$ cat config.mk
export PLATFORM = sky130hd
export DESIGN_NAME = adc128s_fc
export DESIGN_NICKNAME = d
export VERILOG_FILES = /design/src/rtl/adc128s_fc.sv
export SDC_FILE = /design/constraint.sdc
export NUM_CORES = 1
export LEC_CHECK = 0
export CAP_MARGIN = 20
export CORE_UTILIZATION = 30
export CTS_CLUSTER_DIAMETER = 30
export DETAILED_ROUTE_END_ITERATION = 10
export HOLD_SLACK_MARGIN = 0.06
export PLACE_DENSITY = 0.58
export REMOVE_ABC_BUFFERS = 1
export SYNTH_ARGS = -nofsm -noshare
export SYNTH_HDL_FRONTEND = slang
export SYNTH_SLANG_ARGS = --single-unit
$ cat constraint.sdc
create_clock -name clk -period 2.1 [get_ports clk]
set_input_delay 0.63 -clock clk [delete_from_list [all_inputs] [get_ports clk]]
set_output_delay 0.63 -clock clk [all_outputs]
set_load 0.01 [all_outputs]
$ cat src/rtl/adc128s_fc.sv
// rtl/adc128s_fc.sv - 8-channel 12-bit SPI A2D converter model (ADC128S protocol)
module adc128s_fc #(
  parameter logic [11:0] UNUSED_VAL = 12'h000
) (
  input  logic        clk,
  input  logic        rst,
  input  logic        SS_n,
  input  logic        SCLK,
  input  logic        MOSI,
  output logic        MISO,
  input  logic [11:0] ld_cell_lft,
  input  logic [11:0] ld_cell_rght,
  input  logic [11:0] steerPot,
  input  logic [11:0] batt
);

  logic        ss1, ss2, ss3;
  logic        sclk1, sclk2, sclk3;
  logic        mosi1, mosi2;
  logic        ss_fall, ss_rise, sclk_rise, sclk_fall;
  logic [15:0] rx_shft;
  logic [15:0] tx_shft;
  logic [4:0]  bit_cnt;
  logic [2:0]  chan;
  logic [11:0] sample;

  // Select and clock lines reset to their idle-high level so no false edge follows reset.
  always_ff @(posedge clk) begin
    if (rst) begin
      ss1   <= 1'b1; ss2   <= 1'b1; ss3   <= 1'b1;
      sclk1 <= 1'b1; sclk2 <= 1'b1; sclk3 <= 1'b1;
      mosi1 <= 1'b0; mosi2 <= 1'b0;
    end else begin
      ss1   <= SS_n; ss2   <= ss1;   ss3   <= ss2;
      sclk1 <= SCLK; sclk2 <= sclk1; sclk3 <= sclk2;
      mosi1 <= MOSI; mosi2 <= mosi1;
    end
  end

  assign ss_fall   = ~ss2 & ss3;
  assign ss_rise   = ss2 & ~ss3;
  assign sclk_rise = sclk2 & ~sclk3;
  assign sclk_fall = ~sclk2 & sclk3;

  always_comb begin
    sample = UNUSED_VAL;
    case (chan)
      3'd0:    sample = ld_cell_lft;
      3'd4:    sample = ld_cell_rght;
      3'd5:    sample = steerPot;
      3'd6:    sample = batt;
      default: sample = UNUSED_VAL;
    endcase
  end

  // bit_cnt == 0 marks the leading fall from idle-high, which must not shift out the MSB.
  always_ff @(posedge clk) begin
    if (rst) begin
      rx_shft <= '0;
      tx_shft <= '0;
      bit_cnt <= '0;
      chan    <= '0;
    end else if (ss_fall) begin
      tx_shft <= {4'b0000, sample};
      bit_cnt <= '0;
    end else if (ss_rise) begin
      if (bit_cnt == 5'd16)
        chan <= rx_shft[13:11];
      bit_cnt <= '0;
    end else if (!ss2) begin
      if (sclk_rise) begin
        rx_shft <= {rx_shft[14:0], mosi2};
        if (bit_cnt != 5'd16)
          bit_cnt <= bit_cnt + 5'd1;
      end else if (sclk_fall && bit_cnt != 5'd0) begin
        tx_shft <= {tx_shft[14:0], 1'b0};
      end
    end
  end

  assign MISO = tx_shft[15];

endmodule

==> impl_metrics.ini, run 1 <==
[clock_tree]
clock_latency_ps = 300
path_clk_slew_ps = 80
cts_buffer_depth = 2
postCtsSetupBuffers = 0
cts_made_buffers = 5
cts_tree = yes
hold_buffers = 0
cts_resized = 0
cts.htree.levels = 2
cts_sinks = 46
cts_root_buffer = clkbuf_8

[hold_path]
min_path_type = register to register

[global_route]
grt_max_degree = 28
grt_pass1_vias = 1834
grt_pass1_wl_mm = 8.02
grt_overflow_total = 0
grt_usage_pct = 12.9
grt_antenna_before_repair = 0

[detailed_routing]
wl_per_cell_um = 12.3
first_pass_iters = 4
route.detailed.drc = 0
vias = 1941
viasPerCell = 4.77
antenna_left = 0
routed_wl_mm = 5.03
drt_iter0_drc = 63

[layout]
seqCellArea_um2 = 921
nNetsFinal = 365
finish.utilization_pct = 42.2
fillers = 742
insertedDiodeCount = 0
final_area_um2 = 3090
area_growth_pct = 34.3
drive_gt1_share_pct = 13.0
multi_input_area_um2 = 1260

[place]
placed_cell_area_um2 = 2950
place_congestion = 0.709
dp_hpwl_mm = 3.72
io_buffers = 53

[logic_synthesis]
synth.avg_cell_area_um2 = 8.99
ys_seq_area_share_pct = 40.0
synth.area.top_cells = dfxtp_1 40%, mux2i_1 8.7%, nand2_1 5.1%, nor2_1 4.9%, a32o_1 4.8%
synth_cells = 256
ys_ff_latch = 46
yosysTopAreaCell = dfxtp_1
yosys.cell_types.count = 39
synth_warnings = 0
syn_area_um2 = 2300
synth_top_area_share_pct = 40.0

[sta]
slew_violations = 0
final.min_clock_period_ps = 1880
slew_headroom_pct = 68.3
hold_viol = 0
grt_setup_unrepaired = no
fmax_ghz = 0.533
finalSetupViolCount = 0
period_share_pct = 89.4
tightest_slew_ps = 475
finalClockSkew_ps = 9.66

[run]
drv_cap = 0

[run_status]
status = complete, no violations

[power_and_ir_drop]
p_leak_nw = 1.09
power_density_nw_per_um2 = 603
power_w = 0.00186
peakVddDrop_mv = 0.498

[critical_path]
r2r-start = bit_cnt[0]
crit_required_ps = 2270
reg2reg_depth = 6
end_kind = register
rrSetupSlack_ps = 220
path_max_fanout = 4
crit_type = register to register
startpoint = bit_cnt[0]
arrival_ps = 2050
cp-endpoint = tx_shft[15]
worst_r2r_endpoint = tx_shft[15]
cp-start-kind = register

[floorplanning]
ioPinCount = 54
die_x_um = 89.6
start_util_pct = 31.4
core-area_um2 = 7330
die_h_um = 89.6
rows = 31
die-area_um2 = 8020
cell type report:
type / count / share of cell area (%)
Inverter: 5 / 0.607
Clock buffer: 5 / 2.23
Tap cell: 99 / 4.01
Multi-Input combinational cell: 184 / 40.6
Timing Repair Buffer: 65 / 20.5
Clock inverter: 3 / 2.23
Sequential cell: 46 / 29.8
routing by layer:
metal / up-vias / global-route usage, % / routed length [um] / share of wire, %
li1: 1009 / - / - / -
met1: 887 / 16.0 / 2270 / 45
met2: 40 / 22.2 / 2410 / 48
met3: 5 / 3.20 / 291 / 5.8
met4: 0 / 3.90 / 52 / 1.0
met5: - / 0 / 0 / 0
kinds of logic after synthesis:
| family | share of synthesized area (%) |
|---|---|
| and+or+nand+nor | 19.1 |
| muxes | 8.70 |
| AOI/OAI and AO/OA | 22.5 |
| xor gates and xnor gates | 1.52 |
| adders and majority gates | 2.72 |
| DFF | 40.0 |
| buffers and inverters | 5.38 |
state kept, by name, summed over array words and instances, names as in the netlist, 3 cells and up:
register and count:
bit_cnt 5, chan 3, tx_shft 16, rx_shft 14
cell usage after synthesis:
library cell,n
o211ai_1,12
or2_2,7
inv_1,4
or4b_1,1
xnor2_1,1
and2_1,1
a21boi_1,9
buf_6,2
dfxtp_1,46
a21oi_1,15
inv_2,1
o31a_1,1
buf_2,8
clkbuf_2,1
or4_1,1
o21bai_1,1
nor2_2,1
o311ai_0,1
o22ai_2,1
xor2_1,3
a32o_1,11
and3b_1,1
clkbuf_1,10
or3_1,1
ha_1,5
nand4b_1,2
a21boi_0,1
nand2_1,31
nor2_1,30
nand2b_1,2
a311oi_2,1
nand4_1,4
a211oi_2,8
nor3b_1,1
mux2i_1,20
a211oi_1,2
nor4b_2,1
nor2b_1,4
nor3_1,4
cell usage in the layout (no fill, tap or decap), types with 2 or more instances in the layout:
master            n
clkdlybuf4s50_1  53
bufinv_16         2
dfxtp_1          46
a21boi_1          9
nor2b_1           4
ha_1              5
nor3_1            4
nand4b_1          2
inv_1             4
nand4_1           4
buf_4            11
nor2_1           30
a211oi_2          8
clkbuf_8          5
a32o_1           11
or2_2             7
nand2b_1          2
nand2_1          31
a21oi_1          15
xor2_1            3
mux2i_1          20
o211ai_1         12
a211oi_1          2
how the worst min path moves through the flow:
| stage | startpoint | to | slack [ps] | cells past startpoint |
|---|---|---|---|---|
| 6_report | sclk1 | sclk2 | 410 | 1 |
| 5_1_grt | sclk1 | sclk2 | 430 | 1 |
| 4_1_cts | sclk1 | sclk2 | 410 | 1 |
| 3_5_place_dp | sclk1 | sclk2 | 390 | 1 |
| 3_3_place_gp | sclk1 | sclk2 | 390 | 1 |
| 2_1_floorplan | sclk1 | sclk2 | 390 | 1 |
metrics by stage:
stage	setup slack (ps)	hold WS [ps]	std cells	setup TNS, ps
floorplan	-24.4	389	235	-24.4
global placement	270	393	399	0
detailed placement	220	393	399	0
CTS	211	413	407	0
global route	97.0	434	407	0
finish	222	413	407	0
worst max-delay path: stages, from the launching register on:
cell and delay [ps]:
dfxtp_1 390, inv_1 60, ha_1 220, nor4b_2 180, or4_1 620, mux2i_1 220
nor3_1 60
where the power goes:
| group | internal (W) | total [W] | switching (W) |
|---|---|---|---|
| Combinational | 0.000125 | 0.000191 | 0.0000668 |
| Sequential | 0.000889 | 0.000898 | 0.00000891 |
| Clock | 0.000477 | 0.000774 | 0.000297 |
| Total | 0.00149 | 0.00186 | 0.000373 |
(Power assumes the default switching activity.)
==> inputs of run 2 (changes only) <==
--- a/config.mk
+++ b/config.mk
@@ -6,6 +6,7 @@
 export NUM_CORES = 1
 export LEC_CHECK = 0
 export CAP_MARGIN = 20
+export CORE_ASPECT_RATIO = 2
 export CORE_UTILIZATION = 30
 export CTS_CLUSTER_DIAMETER = 30
 export DETAILED_ROUTE_END_ITERATION = 10
==> run 2 against run 1 <==
Sequential power is essentially flat. Core utilization grew 0.085 points. Routed wire length grew 12%. Cell count shrank 2.0%. Critical endpoint is now tx_shft[13]. Largest cell class unchanged. Highest routed layer unchanged.
==> impl_metrics.ini, run 2 (synthesized netlist as in run 1, its figures left out) <==
[clock_tree]
postCtsSetupBuffers = 0
cts.htree.levels = 2
clock_latency_ps = 280
cts_sinks = 46
hold_buffers = 0
cts_resized = 0
cts_made_buffers = 5
cts_buffer_depth = 2
cts_tree = yes
path_clk_slew_ps = 60
cts_root_buffer = clkbuf_16

[layout]
regMostFlops = tx_shft
area_growth_pct = 34.4
largest_register_ffs = 16
largest_registers = tx_shft (16), rx_shft (14), bit_cnt (5)
final_common_cell = clkdlybuf4s50_1
final_area_um2 = 3090
drive_gt1_share_pct = 12.4
layout_common_cells = 53 x clkdlybuf4s50_1, 46 x dfxtp_1, 31 x nand2_1, 30 x nor2_1, 20 x mux2i_1
nNetsFinal = 365
finish.utilization_pct = 42.2
insertedDiodeCount = 0

[critical_path]
crit_type = register to register
arrival_ps = 2030
startpoint = bit_cnt[0]
crit_required_ps = 2270
r2r-start = bit_cnt[0]
cp-start-kind = register
path_max_fanout = 4
end_kind = register

[place]
io_buffers = 53
place_congestion = 0.722
placed_cell_area_um2 = 2960
dp_hpwl_mm = 4.15

[detailed_routing]
vias = 1964
first_pass_iters = 4
route.detailed.drc = 0
wl_per_cell_um = 14.2
routed_wl_mm = 5.65
viasPerCell = 4.92
antenna_left = 0
drt_iter0_drc = 77

[global_route]
grt_antenna_before_repair = 0
grt_pass1_wl_mm = 9.21
grt_max_degree = 42
grt_pass1_vias = 1974
grt_overflow_total = 0
grt_usage_pct = 15.0

[sta]
hold_viol = 0
grt_setup_unrepaired = no
slew_violations = 0
slew_headroom_pct = 71.1
fmax_ghz = 0.537
final.min_clock_period_ps = 1860
finalClockSkew_ps = 1.91
tightest_slew_ps = 433
finalSetupViolCount = 0
period_share_pct = 88.7

[power_and_ir_drop]
power_density_nw_per_um2 = 594
p_leak_nw = 1.09
peakVddDrop_mv = 0.496

[floorplanning]
die_h_um = 126
die_x_um = 63.9
ioPinCount = 54
rows = 44
core-area_um2 = 7320
die-area_um2 = 8040
start_util_pct = 31.4

[run_status]
status = complete, no violations

[hold_path]
min_path_type = register to register
min_from = sclk1

[run]
drv_cap = 0
[run 2: changes by cell type in the layout (fill, tap and decap cells not counted), sizes merged]
cell / previous run / this run
bufinv: 2 / 0
clkbuf: 5 / 6
clkinv: 1 / 0
clkinvlp: 0 / 1
[run 2: critical path, cell delays in order (launching register included)]
cell and delay, ps:
dfxtp_1 380, inv_1 60, ha_1 220, nor4b_2 180
or4_1 630, mux2i_1 220, nor3_1 60
[run 2: cell type report]
class | instances | area, um2
Sequential cell | 46 | 921
Clock inverter | 1 | 7.51
Tap cell | 92 | 115
Clock buffer | 6 | 129
Inverter | 5 | 18.8
Multi-Input combinational cell | 184 | 1260
Fill cell | 745 | 4230
Timing Repair Buffer | 65 | 646
[run 2: final timing paths]
| check | to | slack [ps] | cells past startpoint |
|---|---|---|---|
| min reg2reg | sclk2 | 410 | 1 |
| max reg2reg | tx_shft[13] | 240 | 6 |
| min | sclk2 | 410 | 1 |
| max | tx_shft[13] | 240 | 6 |
[run 2: power breakdown]
part	internal, W	switching, W	total, W	leakage [nW]
clock	0.000434	0.000311	0.000745	0.0629
combinational	0.000125	0.0000684	0.000193	0.653
sequential	0.000890	0.00000915	0.000899	0.373
[run 2: routing by layer]
layer | vias to the layer above | GRT usage (%) | wire length [um]
met4 | 0 | 6.42 | 84
li1 | 1007 | - | -
met3 | 4 | 2.99 | 199
met5 | - | 0 | 0
met1 | 906 | 14.9 | 2210
met2 | 47 | 28.7 | 3160
[run 2: stage by stage]
stage	std cells	setup WS (ps)	power (W)	setup TNS, ps	hold slack, ps
6_report	399	237	0.00184	0	411
3_3_place_gp	392	263	0.00111	0	394
3_5_place_dp	392	245	0.00111	0	398
4_1_cts	399	226	0.00187	0	415
5_1_grt	399	130	0.00192	0	427
2_1_floorplan	235	-24.4	0.000979	-24.4	389
